==> src/rtl/mux_rr_scheduler_pkg.sv <==
// rtl/mux_rr_scheduler_pkg.sv - shared constants and helpers for the 8-way mux scheduler
package mux_rr_scheduler_pkg;

    localparam int N_REQ = 8;
    localparam int SEL_W = 3;

    localparam logic [0:0] ST_IDLE  = 1'b0;
    localparam logic [0:0] ST_GRANT = 1'b1;

    function automatic logic [N_REQ-1:0] onehot_of(input logic [SEL_W-1:0] idx);
        return N_REQ'(1) << idx;
    endfunction

endpackage

==> src/rtl/mux_rr_scheduler_if.sv <==
// rtl/mux_rr_scheduler_if.sv - request/grant/select bundle between requesters and scheduler
interface mux_rr_scheduler_if;
    import mux_rr_scheduler_pkg::*;

    logic [N_REQ-1:0] req;
    logic [N_REQ-1:0] grant;
    logic [SEL_W-1:0] sel;
    logic             sel_valid;

    modport master (
        output req,
        input  grant,
        input  sel,
        input  sel_valid
    );

    modport slave (
        input  req,
        output grant,
        output sel,
        output sel_valid
    );

endinterface

==> src/rtl/mux_rr_scheduler_rr_pick8.sv <==
// rtl/mux_rr_scheduler_rr_pick8.sv - combinational rotating priority pick over 8 requests
module rr_pick8
    import mux_rr_scheduler_pkg::*;
(
    input  logic [N_REQ-1:0] req,
    input  logic [SEL_W-1:0] start,
    output logic [SEL_W-1:0] win,
    output logic             found
);

    // Walk from start upward; the 3-bit index sum wraps naturally at 8.
    always_comb begin
        win   = '0;
        found = 1'b0;
        for (int i = 0; i < N_REQ; i++) begin
            if (!found && req[start + SEL_W'(i)]) begin
                found = 1'b1;
                win   = start + SEL_W'(i);
            end
        end
    end

endmodule

==> src/rtl/mux_rr_scheduler.sv <==
// rtl/mux_rr_scheduler.sv - round-robin owner of the 8-to-1 mux select with bounded time slice
module mux_rr_scheduler
    import mux_rr_scheduler_pkg::*;
#(
    parameter int MAX_HOLD = 4
) (
    input  logic               clk,
    input  logic               rst,
    mux_rr_scheduler_if.slave  bus
);

    localparam int HW = (MAX_HOLD > 1) ? $clog2(MAX_HOLD) : 1;

    logic [0:0]       state_q;
    logic [HW-1:0]    hold_q;
    logic [SEL_W-1:0] last_q;
    logic [N_REQ-1:0] grant_q;
    logic [SEL_W-1:0] sel_q;
    logic             sel_valid_q;

    logic [SEL_W-1:0] win;
    logic             found;
    logic             slice_end;

    // Search starts just past the previous owner so it is considered last.
    rr_pick8 u_pick (
        .req   (bus.req),
        .start (last_q + SEL_W'(1)),
        .win   (win),
        .found (found)
    );

    assign slice_end = !bus.req[last_q] || (hold_q == HW'(MAX_HOLD - 1));

    always_ff @(posedge clk) begin
        if (rst) begin
            state_q     <= ST_IDLE;
            hold_q      <= '0;
            last_q      <= SEL_W'(N_REQ - 1);
            grant_q     <= '0;
            sel_q       <= '0;
            sel_valid_q <= 1'b0;
        end else if (state_q == ST_GRANT && !slice_end) begin
            hold_q <= hold_q + HW'(1);
        end else if (found) begin
            state_q     <= ST_GRANT;
            hold_q      <= '0;
            last_q      <= win;
            grant_q     <= onehot_of(win);
            sel_q       <= win;
            sel_valid_q <= 1'b1;
        end else begin
            // sel keeps its last value while idle
            state_q     <= ST_IDLE;
            hold_q      <= '0;
            grant_q     <= '0;
            sel_valid_q <= 1'b0;
        end
    end

    assign bus.grant     = grant_q;
    assign bus.sel       = sel_q;
    assign bus.sel_valid = sel_valid_q;

endmodule
==> src/flat_wrapper.sv <==
// flat-port wrapper written by rule: the top's interface ports become plain ports
module mux_rr_scheduler_flat import mux_rr_scheduler_pkg::*;
#(
    parameter int MAX_HOLD = 4
)
  (clk, rst, bus_req, bus_grant, bus_sel, bus_sel_valid);
  mux_rr_scheduler_if bus_i ();
  input  logic clk;
  input  logic rst;
  input wire logic [$bits(bus_i.req)-1:0] bus_req;
  output wire logic [$bits(bus_i.grant)-1:0] bus_grant;
  output wire logic [$bits(bus_i.sel)-1:0] bus_sel;
  output wire logic [$bits(bus_i.sel_valid)-1:0] bus_sel_valid;
  assign bus_i.req = bus_req;
  assign bus_grant = bus_i.grant;
  assign bus_sel = bus_i.sel;
  assign bus_sel_valid = bus_i.sel_valid;
  mux_rr_scheduler #(.MAX_HOLD(MAX_HOLD)) u_core (.clk(clk), .rst(rst), .bus(bus_i));
endmodule
==> config.mk <==
export PLATFORM = sky130hd
export DESIGN_NAME = mux_rr_scheduler_flat
export DESIGN_NICKNAME = d
export VERILOG_FILES = /design/src/rtl/mux_rr_scheduler_pkg.sv /design/src/rtl/mux_rr_scheduler_if.sv /design/src/rtl/mux_rr_scheduler_rr_pick8.sv /design/src/rtl/mux_rr_scheduler.sv /design/src/flat_wrapper.sv
export SDC_FILE = /design/constraint.sdc
export NUM_CORES = 1
export LEC_CHECK = 0
export ABC_AREA = 1
export CAP_MARGIN = 5
export CORE_ASPECT_RATIO = 0.9
export CORE_MARGIN = 3
export CORE_UTILIZATION = 40
export DETAILED_ROUTE_END_ITERATION = 10
export SETUP_SLACK_MARGIN = 0.02
export SYNTH_ARGS = -nofsm -noshare
export SYNTH_HDL_FRONTEND = slang
export SYNTH_SLANG_ARGS = --single-unit
export TNS_END_PERCENT = 30
==> constraint.sdc <==
create_clock -name clk -period 3 [get_ports clk]
set_input_delay 0.3 -clock clk [delete_from_list [all_inputs] [get_ports clk]]
set_output_delay 0.3 -clock clk [all_outputs]
set_load 0.02 [all_outputs]
Yosys cells after proc, flatten, opt, wreduce, memory -nomap -nowiden --
Index checks and enable logic that the tools add are counted. Widths: inputs -> output; s select.
Storage, ports and cells: flip-flop bits (word level) 17, bits of input ports 10, output and inout bits 12, logic and storage cells 82
Cells by class: $add $sub $neg 9, $lt $le $gt $ge 9, eq/ne operators 1, shifts and indexed selects 1, multiplexer cells 36, bitwise logic cells 1, reductions and logical operators 20
Operators with widths (count):
- $lt 3x4->1 const B | 9
- $bmux 1 s3 | 9
- $mux 3 | 8
- $mux 1 | 18
- $add 3x3->3 const B | 4
- $logic_not 1->1 | 9
- $logic_and 1x1->1 | 8
- $mux 8 | 1
- $shl 1x3->8 const A | 1
- $add 3x1->3 const B | 2
- $add 3x2->3 const B | 2
- $add 2x1->2 const B | 1
- $eq 2x2->1 const B | 1
- $reduce_and 2->1 | 1
- $reduce_or 2->1 | 1
- $logic_or 1x1->1 | 1
- $not 1->1 | 1

Depth between registers and ports, before layout --
Gate-level depths: netlist of run 1.
depth in word-level cells 27, depth in mapped cells 22, mapped depth without buffers 20

Modules after synthesis --
A second synthesis of run 1 with hierarchy kept.
Second synthesis, totals: cells, all modules 232, area, all modules 1674.1 um^2
By module, submodules not included:
- rr_pick8 | instances 1, cells an instance 135, area an instance 899.6 um^2, sequential area each 0.0 um^2
- mux_rr_scheduler | instances 1, cells an instance 97, area an instance 774.5 um^2, sequential area each 340.3 um^2

Least setup slack after synthesis of run 1 --
No wires, ideal clock.
path kind reg-to-reg, start point register u_core.last_q[0], end point register u_core.grant_q[0] (netlist: u_core.bus.grant[0]), setup time 0.112 ns, data arrival time 2.397 ns, required time 2.888 ns, path slack 0.491 ns, stages on the path, launching flop included 20, buffers on the path 3, period minus slack after synthesis 2.509 ns, cells stage by stage dfxtp_1 > buf_6 > inv_4 > buf_6 > ha_1 > inv_2 > buf_2 > nand3_1 > nand2_2 > nand2_2 > nand2_2 > nand3_2 > nor2_4 > nand4_2 > nor2_2 > nor2_4 > nand3_2 > nor2_4 > nand2_1 > nand2_1
Between the ends: word-level cells in the longest chain between the ends 27, elaborated cells between the ends (all ways) 62, classes of those cells 8 x add/sub; 1 x shift; 35 x mux; 18 x reduce/logical
RTL lines:
- start: declaration | line mux_rr_scheduler.sv:16 | logic [SEL_W-1:0] last_q;
- start signal: assignment | line mux_rr_scheduler.sv:39 | last_q <= SEL_W'(N_REQ - 1);
- start signal: assignment | line mux_rr_scheduler.sv:48 | last_q <= win;
- parallel branches: the longest is 27 deep, another holds $add 3x1->3
- end signal: assignment | line mux_rr_scheduler.sv:49 | grant_q <= onehot_of(win);
- end: declaration | line mux_rr_scheduler.sv:17 | logic [N_REQ-1:0] grant_q;
Parallel ways; which one is timed is not known. The select of a mux whose other input is x is not followed. A chain may end at the register's enable or synchronous reset.

Worst setup path after layout of run 1 --
start point register u_core.last_q[0], end point register u_core.grant_q[2] (netlist: u_core.bus.grant[2])
The elaborated chain is that of the path after synthesis.

==> results.cfg, run 1 <==
[floorplanning]
die_area_um2 = 5300
die_width_um = 76.4
rows = 22
start_util = 0.427
fp.coreArea_um2 = 4180
die_h_um = 69.4
num_io_pins = 22

[sta]
max_freq_ghz = 0.382
hold_viol_final = 0
setup_tns_ns = 0
finClkSkew_ns = 0.00109
fin_crit_sh = 0.872
min_period_ns = 2.62
setup_viol = 0
tightest_slew_ns = 0.659
drv_slew = 0
timing.slew.headroom = 0.559
grt_setup_unrepaired = false

[clock_tree]
cts-buffers-inserted = 3
numClockSinks = 17
cts-root-buf = clkbuf_8
htreeDepth = 1
ctsResizeCount = 0
hold_buffers = 0
clock_path_buffers = 2
cts_tree = done
post_cts_buffers = 0
clkTransAtPathRegs_ns = 0.06
clkLatencyLatePin_ns = 0.25

[finish]
layout-drive-gt1-share = 0.185
antennaDiodeCount = 0
fin_nets = 328
area_delta_synth_final_pct = 15.6

[global_routing]
grt_use_total = 0.174
grt_pass1_vias = 1628
grt_start_max_net_pins = 21
antenna_found_initial = 0
overflow = 0
grt_pass1_wl_um = 7590

[place]
dp_hpwl_um = 3560
portBuffers = 21
gpl.final_weighted_congestion = 0.849

[routing]
drtIter0Drc = 105
dr.pass1.iters = 4
postRouteAntennaNets = 0
drcViolationCount = 0
vias_per_cell = 4.96
routed_wl_um = 4370
wl_per_cell_um = 11.7
num_vias = 1856

[synthesis]
syn_inst = 293
synth_cell_types = 29
synth_top_area_frac = 0.229
ys_seq_area_frac = 0.191
yosysMostFrequentCell = nand2_1
ys_top_cells_by_area = nand2_1 23%, dfxtp_1 19%, nand3_1 7.0%
ys_ff_latch = 17
synth_ff_type = dfxtp_1
synth-edff-count = 0
syn_area_per_cell_um2 = 6.09
syn_area_um2 = 1790
yosys_warnings = 0
synthTopCellsByCount = 109 x nand2_1, 26 x nor2_1, 25 x nand3_1
postSynth.asyncResetShare = 0
syn_nets = 306
synth_top_area_cell = nand2_1

[worst_setup_path]
worst_setup_path_start_kind = flip-flop
crit_buf_inv = 1
crit_slowest_cell = dfxtp_1
crit_top_cell = nand2_2
crit_arrival_ns = 2.77
cpLargestDelayFamily = simple AND/OR/NAND/NOR gates
cp_max_fo = 18
end_kind = flip-flop
required_ns = 3.15
max_stage_delay_ns = 0.37
r2r_slack_ns = 0.38
path_class = flip-flop to flip-flop
crit_chain = buf_4 > ha_1 > nand2_1 > nand2_2 > nand2_2 > nand2_2 > nand2_2 > nand2_2 > nand3_2 > nor2_4 > nand4_2 > nor2_2 > nor2_4 > nand3_2 > nor2_4 > nand2_1 > nand2_1

[outcome]
status = completed

[worst_hold_path]
min_path_type = flip-flop to flip-flop

[job]
drv_cap = 0
[worst reg2reg max path: stages (launching register included)]
cell     delay [ns]
dfxtp_1        0.37
buf_4          0.26
ha_1           0.22
nand2_1        0.10
nand2_2        0.17
nand2_2        0.07
nand2_2        0.14
nand2_2        0.07
nand2_2        0.16
nand3_2        0.14
nor2_4         0.15
nand4_2        0.11
nor2_2         0.20
nor2_4         0.10
nand3_2        0.11
nor2_4         0.05
nand2_1        0.07
nand2_1        0.04
[registers in the layout, summed over array words and instances (netlist names)]
register,count
u_core.bus.sel,3
u_core.hold_q,2
u_core.last_q,3
u_core.bus.sel_valid,1
u_core.bus.grant,8
[final cells by class]
cell class                 instances  area, um2
fill                             452       2120
multi-input combinational        238       1250
sequential                        17        340
timing repair buffer              24        233
inverter                          31        121
tap                               60       75.1
clock buffer                       4       45.0
[cell families (layout without fill, tap and decap cells)]
family,Yosys count,after routing,synth area share
and+or+nand+nor,214,214,0.605
buffers and inverters,38,59,0.109
AOI/OAI and AO/OA,21,21,0.0736
DFF,17,17,0.191
adders and majority gates,3,3,0.0210
[layer usage]
metal  global-route usage  wire length (um)  up-vias
met1                0.259              2270      816
met5                    0                 0        -
met2                0.258              1810       42
li1                     -                 -      992
met3               0.0390               251        6
met4               0.0282                43        0
[path summary, 6_finish.rpt]
path               startpoint                   to  depth (start not counted)
max          u_core.last_q[0]  u_core.bus.grant[2]                         17
min          u_core.hold_q[0]     u_core.hold_q[0]                          1
max reg2reg  u_core.last_q[0]  u_core.bus.grant[2]                         17
min reg2reg  u_core.hold_q[0]     u_core.hold_q[0]                          1
[layout by cell type (no fill, tap or decap), drive strengths merged]
master	n
ha	3
nand4	14
dfxtp	17
o211ai	3
a31oi	1
clkbuf	4
nor2	34
nand2	131
buf	3
clkdlybuf4s50	21
nand3	34
inv	30
a21oi	7
nor3b	1
clkinv	1
o21ai	10
[metrics by stage]
stage | area, um2 | cells | util | setup WS (ns) | hold WS (ns)
after floorplan | 1790 | 293 | - | 0.491 | 0.397
after global placement | 2020 | 370 | 0.483 | 0.395 | 0.413
after detailed placement | 2020 | 370 | 0.483 | 0.406 | 0.412
after CTS | 2060 | 374 | 0.493 | 0.391 | 0.421
after global routing | 2060 | 374 | 0.493 | 0.107 | 0.456
final | 2060 | 374 | 0.493 | 0.384 | 0.421
Power of run 1 is left out: the tool's default activity adds up to more than one toggle a clock period on the data nets, which glitch-free logic cannot reach.
==> run 2: changes to the inputs <==
--- a/config.mk
+++ b/config.mk
@@ -7,10 +7,9 @@
 export LEC_CHECK = 0
 export ABC_AREA = 1
 export CAP_MARGIN = 5
-export CORE_ASPECT_RATIO = 0.9
-export CORE_MARGIN = 3
 export CORE_UTILIZATION = 40
 export DETAILED_ROUTE_END_ITERATION = 10
+export DONT_BUFFER_PORTS = 1
 export SETUP_SLACK_MARGIN = 0.02
 export SYNTH_ARGS = -nofsm -noshare
 export SYNTH_HDL_FRONTEND = slang
==> run 2 against run 1 <==
  * Cell count is 8.3% lower
  * Die area is 11% lower
  * Critical path depth stayed put
==> results.cfg, run 2 (synthesis results as in run 1) <==
[floorplanning]
die_width_um = 68.8
die_h_um = 68.8
die_area_um2 = 4730
fp.coreArea_um2 = 4140
start_util = 0.431
num_io_pins = 22
rows = 23

[clock_tree]
htreeDepth = 1
numClockSinks = 17
cts-buffers-inserted = 3
hold_buffers = 0
clock_path_buffers = 2
clkLatencyLatePin_ns = 0.25
cts_tree = done
ctsResizeCount = 0
cts-root-buf = clkbuf_8
clkTransAtPathRegs_ns = 0.07
post_cts_buffers = 0

[sta]
grt_setup_unrepaired = false
timing.slew.headroom = 0.604
drv_slew = 0
finClkSkew_ns = 0.00322
max_freq_ghz = 0.387
setup_tns_ns = 0
min_period_ns = 2.58
setup_viol = 0
fin_crit_sh = 0.861
tightest_slew_ns = 0.592
hold_viol_final = 0

[worst_setup_path]
crit_top_cell = nand2_2
required_ns = 3.15
cp_max_fo = 18
cpLargestDelayFamily = simple AND/OR/NAND/NOR gates
max_stage_delay_ns = 0.37
crit_slowest_cell = dfxtp_1
crit_buf_inv = 1
worst_setup_path_start_kind = flip-flop
crit_chain = buf_4 > ha_1 > nand2_1 > nand2_2 > nand2_2 > nand2_2 > nand2_2 > nand2_2 > nand3_2 > nor2_4 > nand4_2 > nor2_2 > nor2_4 > nand3_2 > nor2_4 > nand2_1 > nand2_1
path_class = flip-flop to flip-flop
end_kind = flip-flop
crit_arrival_ns = 2.74

[routing]
drtIter0Drc = 88
num_vias = 1751
dr.pass1.iters = 4
postRouteAntennaNets = 0
vias_per_cell = 5.10
drcViolationCount = 0
wl_per_cell_um = 12.3
routed_wl_um = 4220

[finish]
antennaDiodeCount = 0
fin_nets = 307
layout-drive-gt1-share = 0.198
area_delta_synth_final_pct = 3.15
design_area_um2 = 1840
fin_cells = 343
final_cell_mix = 109 x nand2_1, 26 x nor2_1, 25 x nand3_1
largest_reg_flops = 8
final_common_cell = nand2_1

[global_routing]
grt_use_total = 0.199
met2_usage = 0.316
overflow = 0
use_met3 = 0.0411
grt_pass1_vias = 1638
antenna_found_initial = 0
grt_pass1_wl_um = 7040
grt.met1_usage = 0.264
grt_start_max_net_pins = 21
grt_busiest_layer = met2

[outcome]
status = completed

[place]
placed_area_um2 = 1800
dp_hpwl_um = 3370
place_inst = 339
gpl.final_weighted_congestion = 0.900
portBuffers = 0

[job]
drv_cap = 0

[worst_hold_path]
min_path_type = input port to flip-flop
==> run 2: changes by cell type in the layout (fill, tap and decap cells not counted), sizes merged <==
cell / before / now
clkdlybuf4s50: 21 / 0
==> run 2: layout make-up <==
cell class	instances	area (um2)
clock buffer	4	45.0
multi-input combinational	238	1250
fill	448	2300
timing repair buffer	3	22.5
sequential	17	340
inverter	31	121
tap	50	62.6
==> run 2: worst paths after layout <==
path                    startpoint             endpoint  slack, ns  cells past startpoint
setup / recovery  u_core.last_q[0]  u_core.bus.grant[1]       0.42                     17
hold / removal                 rst    u_core.bus.sel[1]       0.11                      1
hold reg to reg   u_core.hold_q[0]     u_core.hold_q[0]       0.42                      1
setup reg to reg  u_core.last_q[0]  u_core.bus.grant[1]       0.42                     17
==> run 2: per-layer routing <==
layer | vias to the layer above | wire length, um
met4 | 0 | 80
met5 | - | 0
li1 | 945 | -
met3 | 10 | 174
met1 | 751 | 2140
met2 | 45 | 1820
==> run 2: worst reg2reg max path, stage by stage (launching register included) <==
cell	delay, ns
dfxtp_1	0.37
buf_4	0.26
ha_1	0.22
nand2_1	0.10
nand2_2	0.17
nand2_2	0.07
nand2_2	0.14
nand2_2	0.07
nand2_2	0.16
nand3_2	0.14
nor2_4	0.15
nand4_2	0.10
nor2_2	0.18
nor2_4	0.09
nand3_2	0.11
nor2_4	0.05
nand2_1	0.05
nand2_1	0.04
==> run 2: through the flow <==
step           hold slack, ns  utilization  setup WS, ns
2_1_floorplan           0.397            -         0.491
3_3_place_gp            0.371        0.434         0.424
3_5_place_dp            0.373        0.434         0.419
4_1_cts                 0.105        0.444         0.410
5_1_grt                 0.108        0.444         0.116
6_report                0.111        0.444         0.416
Power of run 2 is left out for the same reason.
==> run 3: changes to the inputs <==
==> constraint.sdc (replaced) <==
create_clock -name clk -period 3.15 [get_ports clk]
set_input_delay 0.315 -clock clk [delete_from_list [all_inputs] [get_ports clk]]
set_output_delay 0.315 -clock clk [all_outputs]
set_load 0.02 [all_outputs]
==> run 3 against run 2 <==
  * Non-clock buffer count unchanged
  * Sequential cell count stayed put
  * Clock-buffer cell count did not move
  * Critical path type unchanged
  * Register-to-register slack gained 0.13 ns
==> results.cfg, run 3 (synthesis results as in run 1) <==
[outcome]
status = completed

[routing]
vias_per_cell = 5.15
wl_per_cell_um = 12.2
drcViolationCount = 0
drtIter0Drc = 134
routed_wl_um = 4190
num_vias = 1767
dr.pass1.iters = 5
postRouteAntennaNets = 0

[worst_setup_path]
r2r_cells = 17
crit_slowest_cell = dfxtp_1
worstReg2RegStart = u_core.last_q[0]
max_stage_delay_ns = 0.37
crit_arrival_ns = 2.76
end_kind = flip-flop
crit_top_cell = nand2_2
worst_setup_path_start_kind = flip-flop
crit_chain = buf_4 > ha_1 > nand2_1 > nand2_2 > nand2_2 > nand2_2 > nand2_2 > nand2_2 > nand3_2 > nor2_4 > nand4_2 > nor2_2 > nor2_4 > nand3_2 > nor2_4 > nand2_1 > nand2_1
startpoint = u_core.last_q[0]
path_class = flip-flop to flip-flop
required_ns = 3.30
cp_max_fo = 18

[finish]
fin_nets = 307
layout-drive-gt1-share = 0.198
area_delta_synth_final_pct = 3.15
antennaDiodeCount = 0
fillCellCount = 478
largest_reg_flops = 8
utilization = 0.444
final_common_cell = nand2_1
final_cell_mix = 109 x nand2_1, 26 x nor2_1, 25 x nand3_1

[clock_tree]
post_cts_buffers = 0
clkTransAtPathRegs_ns = 0.06
cts_tree = done
htreeDepth = 1
cts-root-buf = clkbuf_8
clkLatencyLatePin_ns = 0.25
hold_buffers = 0
cts-buffers-inserted = 3
numClockSinks = 17
clock_path_buffers = 2
ctsResizeCount = 0

[worst_hold_path]
min_path_type = input port to flip-flop
hold_depth = 1
worst_hold_startpoint = rst

[global_routing]
overflow = 0
grt_start_max_net_pins = 21
grt_pass1_vias = 1589
grt_use_total = 0.200
grt_pass1_wl_um = 7020
antenna_found_initial = 0

[sta]
hold_viol_final = 0
finClkSkew_ns = 0.000845
timing.slew.headroom = 0.600
grt_setup_unrepaired = false
hold_slack_ns = 0.125
setup_tns_ns = 0
setup_viol = 0
drv_slew = 0
fin_crit_sh = 0.828
tightest_slew_ns = 0.598
min_period_ns = 2.61
max_freq_ghz = 0.383

[floorplanning]
die_width_um = 68.8
die_h_um = 68.8
start_util = 0.431
die_area_um2 = 4730
num_io_pins = 22
fp.coreArea_um2 = 4140
rows = 23

[place]
portBuffers = 0
gpl.final_weighted_congestion = 0.880
dp_hpwl_um = 3350

[job]
drv_cap = 0
-- run 3: cell counts in the layout (fill, tap and decap cells not counted) --
Identical to the previous run, type by type.
-- run 3: worst paths after layout --
path                         endpoint  slack, ns
hold reg to reg      u_core.hold_q[0]       0.43
setup / recovery  u_core.bus.grant[2]       0.54
setup reg to reg  u_core.bus.grant[2]       0.54
hold / removal      u_core.bus.sel[1]       0.13
-- run 3: per-layer routing --
metal	GRT usage	wire length, um	up-vias
met5	0	0	-
met4	0.0689	70	0
met2	0.317	1800	53
met1	0.270	2090	764
met3	0.0345	231	9
li1	-	-	941
-- run 3: stage by stage --
step | std cells | cell area, um2 | setup slack (ns)
after detailed placement | 339 | 1800 | 0.552
after CTS | 343 | 1840 | 0.535
after floorplan | 293 | 1790 | 0.641
final | 343 | 1840 | 0.541
after global placement | 339 | 1800 | 0.536
after global routing | 343 | 1840 | 0.251
-- run 3: layout make-up --
class | count | area [um2] | area share
sequential | 17 | 340 | 0.185
clock buffer | 4 | 45.0 | 0.0245
timing repair buffer | 3 | 22.5 | 0.0122
inverter | 31 | 121 | 0.0659
multi-input combinational | 238 | 1250 | 0.679
tap | 50 | 62.6 | 0.0340
-- run 3: worst max-delay path, delay by kind of cell, from the launching register on --
kind                       cells  cell delay (ns)
DFF                            1             0.37
buffers and inverters          1             0.25
adders and majority gates      1             0.22
and+or+nand+nor               15             1.64
Power of run 3 is left out for the same reason.
